<file path="config.mk">
export PLATFORM = sky130hd
export DESIGN_NAME = reg_file_wr_arbiter
export DESIGN_NICKNAME = d
export VERILOG_FILES = /design/src/rtl/reg_file_wr_arbiter.sv
export SDC_FILE = /design/constraint.sdc
export NUM_CORES = 1
export LEC_CHECK = 0
export CAP_MARGIN = 5
export CORE_ASPECT_RATIO = 1.4
export CORE_MARGIN = 5
export CORE_UTILIZATION = 40
export DETAILED_ROUTE_END_ITERATION = 10
export PLACE_DENSITY = 0.79
export SYNTH_ARGS = -nofsm -noshare
export SYNTH_HDL_FRONTEND = slang
export SYNTH_SLANG_ARGS = --single-unit
</file>
<file path="constraint.sdc">
create_clock -name clk -period 3.12 [get_ports clk]
set_input_delay 0.468 -clock clk [delete_from_list [all_inputs] [get_ports clk]]
set_output_delay 0.468 -clock clk [all_outputs]
set_load 0.005 [all_outputs]
</file>
<file path="src/rtl/reg_file_wr_arbiter.sv">
// ---------------------------------------------------------------------------
// reg_file_wr_arbiter
//
// Purpose:
//   Shares the single write port of reg_file between two write-back
//   requesters: req0 (ALU result) and req1 (load/mem result). It arbitrates
//   round-robin with a valid/ready handshake per requester, then registers
//   the winning write command toward reg_file with one cycle of latency. A
//   saturating counter records how many cycles both requesters were valid
//   together, for performance debug.
//
// Ports:
//   clk            rising-edge clock
//   rst            asynchronous, active-high reset
//   req0_valid     requester 0 has a write pending
//   req0_addr      requester 0 destination register
//   req0_data      requester 0 write data
//   req0_ready     requester 0 is granted this cycle (combinational)
//   req1_valid     requester 1 has a write pending
//   req1_addr      requester 1 destination register
//   req1_data      requester 1 write data
//   req1_ready     requester 1 is granted this cycle (combinational)
//   rf_wen         write enable to reg_file
//   rf_waddr       write address to reg_file
//   rf_wdata       write data to reg_file
//   last_grant     id of the requester granted in the last transfer
//   conflict_cnt   saturating count of cycles with both valids high
// ---------------------------------------------------------------------------
module reg_file_wr_arbiter #(
    parameter int DATA_WIDTH = 32,
    parameter int ADDR_WIDTH = 5,
    parameter int CNT_WIDTH  = 16
) (
    input  logic                  clk,
    input  logic                  rst,
    input  logic                  req0_valid,
    input  logic [ADDR_WIDTH-1:0] req0_addr,
    input  logic [DATA_WIDTH-1:0] req0_data,
    output logic                  req0_ready,
    input  logic                  req1_valid,
    input  logic [ADDR_WIDTH-1:0] req1_addr,
    input  logic [DATA_WIDTH-1:0] req1_data,
    output logic                  req1_ready,
    output logic                  rf_wen,
    output logic [ADDR_WIDTH-1:0] rf_waddr,
    output logic [DATA_WIDTH-1:0] rf_wdata,
    output logic                  last_grant,
    output logic [CNT_WIDTH-1:0]  conflict_cnt
);

    localparam logic [CNT_WIDTH-1:0] CNT_MAX = '1;

    // Round-robin pointer: the requester favoured when both are valid.
    logic                  prio;

    logic                  grant_p0;
    logic                  vld_p0;
    logic                  both_p0;
    logic [ADDR_WIDTH-1:0] addr_p0;
    logic [DATA_WIDTH-1:0] data_p0;

    // ---- stage p0: combinational arbitration and command select ----
    always_comb begin
        grant_p0 = 1'b0;
        if (req0_valid && req1_valid) begin
            grant_p0 = prio;
        end else if (req1_valid) begin
            grant_p0 = 1'b1;
        end
    end

    // Ready is masked by rst so a request seen during reset never looks
    // accepted to the requester (its transfer is discarded).
    assign req0_ready = !rst && req0_valid && !grant_p0;
    assign req1_ready = !rst && req1_valid &&  grant_p0;
    assign vld_p0     = req0_ready || req1_ready;
    assign both_p0    = req0_valid && req1_valid;
    assign addr_p0    = grant_p0 ? req1_addr : req0_addr;
    assign data_p0    = grant_p0 ? req1_data : req0_data;

    // ---- stage p1: registered write command, pointer and counter ----
    always_ff @(posedge clk or posedge rst) begin
        if (rst) begin
            rf_wen       <= 1'b0;
            rf_waddr     <= '0;
            rf_wdata     <= '0;
            last_grant   <= 1'b0;
            prio         <= 1'b0;
            conflict_cnt <= '0;
        end else begin
            // A write to r0 completes its handshake but never enables the
            // reg_file write, so r0 stays zero.
            rf_wen <= vld_p0 && (addr_p0 != '0);
            if (vld_p0) begin
                rf_waddr   <= addr_p0;
                rf_wdata   <= data_p0;
                last_grant <= grant_p0;
                prio       <= ~grant_p0;
            end
            if (both_p0 && (conflict_cnt != CNT_MAX)) begin
                conflict_cnt <= conflict_cnt + 1'b1;
            end
        end
    end

endmodule
</file>
# After elaboration in Yosys (flattened, before gate mapping)
# Cells that the tools add are included.
[classes] addsub=1 n_eq_ne=1 muxes=4 bitwise=1 reduce_logical=11
[op_table] cell="32-bit 2-to-1 mux" count=1
[op_table] cell="16-bit by 1-bit adder with 16-bit output, second input constant" count=1
[op_table] cell="16-bit inequality test, second input constant" count=1
[op_table] cell="1-bit logical AND" count=7
[op_table] cell="5-bit 2-to-1 mux" count=1
[op_table] cell="5-bit nonzero test" count=1
[op_table] cell="1-bit logical NOT" count=2
[op_table] cell="1-bit 2-to-1 mux" count=2
[op_table] cell="1-bit logical OR" count=1
[op_table] cell="1-bit NOT" count=1
[totals] ff_bits=56 in_bits=78 output_inout_bits=57

# Depth between registers and ports, before layout
[logic_depth] ltp_word=6 mapped_depth=7 mapped_depth_nobuf=5

# Worst setup path after synthesis
# No wires, ideal clock.
[synth_timing] path_type="input to register" startpoint="input port rst" endpoint="register rf_wdata[10]" setup_time_ps=118 t_arrival_ps=2732 required_time_ps=3002 setup_slack_ps=270 stages=5 n_path_buf=1 path_cell_list="inv_1 o21ai_1 clkbuf_1 a22o_1 a21o_1"
[synth_between] elab_chain_cells=4
[synth_rtl] element="start: declaration" line_no="35" text="input logic rst,"
[synth_rtl] element="1-bit logical NOT (no source line) *"
[synth_rtl] element="1-bit logical AND, on equally long branches (2 in a row)" line_no="74, 75"
[synth_rtl] element="1-bit logical OR *" line_no="76" text="assign vld_p0 = req0_ready || req1_ready;"
[synth_rtl] element="end signal: assignment" line_no="96" text="rf_wdata <= data_p0;"
[synth_rtl] element="end: declaration" line_no="46" text="output logic [DATA_WIDTH-1:0] rf_wdata,"
# Mark *: on every way between the ends. The rest lies on a longest branch, timed or not.
# A chain may end at the register's enable or synchronous reset.

# Final worst setup path
[layout_timing] startpoint="input port req1_valid" endpoint="output port req0_ready"
[layout_between] elab_chain_cells=4
[layout_rtl] element="start: declaration" line_no="40" text="input logic req1_valid,"
[layout_rtl] element="1-bit 2-to-1 mux or 1-bit logical AND (tied branches)" line_no="67, 65"
[layout_rtl] element="1-bit 2-to-1 mux *" line_no="65" text="if (req0_valid && req1_valid) begin"
[layout_rtl] element="1-bit logical NOT *" line_no="74" text="assign req0_ready = !rst && req0_valid && !grant_p0;"
[layout_rtl] element="1-bit logical AND *" line_no="74"
[layout_rtl] element="end: declaration" line_no="39" text="output logic req0_ready,"
# Marks and branches as above.

==> summary by stage <==
Drt
After detailed routing, the average wire length per cell comes to 17.90 um. The via count is 2340. The number of iterations in the first detailed-routing pass is 4. Using the TritonRoute via totals, the vias-per-cell ratio works out to 5.480. The total length of routed wires is between 7 and 8 mm. In the routed design, unresolved DRC markers number 0. In this run the remaining antenna-violating nets after routing total 0. The detailed router finished its first iteration with 74 violations.

Yosys
The count of cell types in the netlist is 40. The post-synthesis instance area is 2605 um2. The primary flip-flop cell chosen by synthesis mapping is sky130_fd_sc_hd__dfrtp_1. The warning count from the yosys run is 0. By count the netlist is led by sky130_fd_sc_hd__dfrtp_1, sky130_fd_sc_hd__a21o_1, sky130_fd_sc_hd__a22o_1. Synthesis inferred between 50 and 60 register bits. The number of standard cells after synthesis is 221. The total nets after synthesis is 300.

The average instance area after synthesis is approximately 12 um2. Among all cell types in the netlist, the one instantiated most often is sky130_fd_sc_hd__dfrtp_1. The register area share after synthesis is 53.79%.

Of all cell types, the one taking the most synthesized area is sky130_fd_sc_hd__dfrtp_1. By area the synthesized netlist is led by sky130_fd_sc_hd__dfrtp_1, sky130_fd_sc_hd__a22o_1, sky130_fd_sc_hd__a21o_1, sky130_fd_sc_hd__xor2_1, sky130_fd_sc_hd__mux2i_1. The synthesized design contains 0 enable-type register cells. The area share of the leading cell type in the synthesized netlist is between 50% and 60%. The async set or reset register ratio after synthesis is 100.0%.

Global routing
The global routing usage on met1 is 23.50%. The number of antenna violations at the first check in global routing is 0. The via count of the first global-routing pass is 2428. The largest net degree at the start of global routing is 38. The first global-routing pass estimated 12.59 mm of wire. The global routing usage on met2 is about a third.

The most congested layer reported by global routing is met2. After global routing the overflow that remains totals 0. The met3 layer usage reported by global route is 5.119%. The total global-route track usage is 19.14%.

Finish
The number of nets in the layout is 434. With fillers left out, the area of the finished cells amounts to 4151 um2. Summing all flip-flop and latch instances after layout gives between 1000 and 1500 um2.

From synthesis to final layout, the design area changed by 59.37%. Measured on the finished design, the core utilization comes to 65.94%. Counting the fill cells in the layout gives 510.

The multi-input combinational cell area is about 1100 um2. The number of antenna cells inserted is 0. The fraction of final layout cells with drive strength greater than 1 is around 6.5%.

Clock network
No sink is reached through more buffers than the 2 on the longest clock path. The post-cts sizing count is 0. The tree is rooted in a sky130_fd_sc_hd__clkbuf_8. The number of buffers inserted by hold repair at cts is 0. The clock insertion delay at the later pin of the skew report is 310 ps.

The deepest level of the CTS H-tree is 2. Clock tree synthesis found a total of 56 sinks. Clock tree synthesis inserted a total of 5 buffers.

Once the clock tree was built, the setup fixing pass inserted 0 buffers. TritonCTS built the clock tree. After clock tree synthesis, the clock-pin slew on the worst setup and hold paths is 100 ps.

Critical path
The number of buffers and inverters on the critical path is 2. The worst setup path is launched from an input port. In this run the register-to-register setup slack is 1400 ps. The data arrival time at the worst-slack endpoint is 2090 ps. The slowest stage of the critical path belongs to the cell sky130_fd_sc_hd__clkdlybuf4s50_1. The worst setup path is of the input port to output port kind. Walking the worst path, the cells encountered are clkdlybuf4s50_1 > o21ai_4 > and3_1 > clkdlybuf4s50_1. The largest stage delay on the critical path is roughly 620 ps. The critical path's most frequent cell is sky130_fd_sc_hd__clkdlybuf4s50_1. The type of destination of the critical path is an output port. Among cell families on the critical path, the largest total delay comes from buffers and inverters. Along the worst path, the maximum fanout reaches 9. The data required time of the critical path is 2650 ps.

Place
The number of input and output port buffers inserted is 134. The detailed placement HPWL is 5.732 mm. The final weighted congestion of routability-driven global placement is 0.9433. The post-detailed-placement cell area is 4023 um2.

Pwr
The leakage power is approximately 2 nW. VDD sags by at most a little over 0.4 mV. The total power density per cell area is around 510 nW/um2.

Timing
Derived from the worst setup path, the maximum achievable clock frequency is 0.3904 GHz. The final max-slew violation count is 0. In the final timing run, aggregate negative setup slack is 0 ps.

The part of the cycle the worst path needs is between 80% and 90%. The actual transition at the worst max-transition pin is 997.5 ps. The final critical path time including I/O delays and setup is 2561 ps. The number of hold violations in the final report came to 0. Measured against its own limit, the worst slew margin works out to 33.25%. Clock skew on the completed layout was measured at 10.16 ps. Setup repair after global routing left no endpoint under its margin. Setup violations remaining at the end of the flow were counted as 0.

Floorplanning
The floorplan step defined a die boundary enclosing approximately 8200 um2. Measured along the y axis, the die boundary spans about 110 um. The initial core utilization is 41.38%. The core region is around 6300 um2. The floorplan row count is 34. During I/O placement, the number of pins put on the boundary was 135. The die extent in x is 78.21 um.

Flow run
The number of max-cap violations is 0.

Run status
The flow ran to the end, and the final reports show no timing, DRC or antenna violations.

Min path
The path category of the worst min-delay check is flop to flop.
[worst paths after layout]
check	from	to	depth (start not counted)
max	req1_valid	req0_ready	4
min	rf_waddr[1]	rf_waddr[1]	2
max reg2reg	conflict_cnt[12]	conflict_cnt[1]	4
min reg2reg	rf_waddr[1]	rf_waddr[1]	2
max in group asynchronous	rst	rf_waddr[4]	3
min in group asynchronous	rst	rf_wdata[16]	3
[worst reg2reg max path, delay by kind of cell (launching register included)]
kind / cells / cell delay [ps]
flops: 1 / 450
compound gates: 1 / 140
mux: 1 / 310
simple gates: 2 / 730
[flip-flops by register name, summed over array words and instances, names as in the netlist]
register and cells:
last_grant 1, conflict_cnt 16, rf_wdata 32, prio 1, rf_wen 1, rf_waddr 5
[layout by cell type, fill, tap and decap left out, types with 2 or more instances in the layout]
master and n:
sky130_fd_sc_hd__clkdlybuf4s50_1 134, sky130_fd_sc_hd__nand3_1 4, sky130_fd_sc_hd__nor2_1 7, sky130_fd_sc_hd__a22o_1 32
sky130_fd_sc_hd__dfrtp_1 56, sky130_fd_sc_hd__bufinv_16 2, sky130_fd_sc_hd__xnor2_1 2, sky130_fd_sc_hd__and3_1 2
sky130_fd_sc_hd__and4_1 3, sky130_fd_sc_hd__a21o_1 32, sky130_fd_sc_hd__nor3_1 4, sky130_fd_sc_hd__a21oi_1 2
sky130_fd_sc_hd__nand2_1 12, sky130_fd_sc_hd__xor2_1 11, sky130_fd_sc_hd__mux2i_1 6, sky130_fd_sc_hd__inv_1 3
sky130_fd_sc_hd__a21oi_2 2, sky130_fd_sc_hd__nand4_1 3, sky130_fd_sc_hd__buf_4 6, sky130_fd_sc_hd__inv_2 2
sky130_fd_sc_hd__o21ai_0 5, sky130_fd_sc_hd__o21ai_4 2, sky130_fd_sc_hd__clkbuf_8 5, sky130_fd_sc_hd__a211oi_1 2
[stage by stage]
stage	power (W)	cells	setup slack, ps	hold WS, ps
after floorplan	0.001184	221	269.9	473.3
after global placement	0.001570	420	568.1	466.1
after detailed placement	0.001584	420	548.9	472.8
after CTS	0.002136	427	545.0	497.1
after global routing	0.002228	427	488.2	531.2
final	0.002113	427	558.8	492.2
[layer usage]
layer	part of all wire [%]	wire (um)
met1	41	3109
met2	50	3860
met3	6.5	495
met4	2.3	178
met5	0	0
[power by group]
part	leakage [nW]	internal, W	switching, W
Sequential	0.709	0.000842	0.0000974
Combinational	1.22	0.000416	0.000213
Clock	0.0642	0.000316	0.000230
[cells by family after synthesis]
| family | count (synthesis) | share of synthesized area, % |
|---|---|---|
| flip-flops | 56 | 53.79 |
| AO/OA/AOI/OAI | 83 | 25.22 |
| XOR/XNOR | 13 | 4.371 |
| buffers and inverters | 18 | 3.410 |
| AND/OR/NAND/NOR | 43 | 9.847 |
| adder cells (fa/ha/maj) | 1 | 0.4802 |
| multiplexers | 7 | 2.882 |
[cell type report]
cell class / count / share of cell area, %
Inverter: 5 / 0.4521
Clock buffer: 5 / 1.658
Clock inverter: 2 / 1.447
Multi-Input combinational cell: 147 / 27.12
Sequential cell: 56 / 33.76
Timing Repair Buffer: 140 / 33.39
Tap cell: 72 / 2.170
Note: power is estimated with default switching activity, not from simulation.
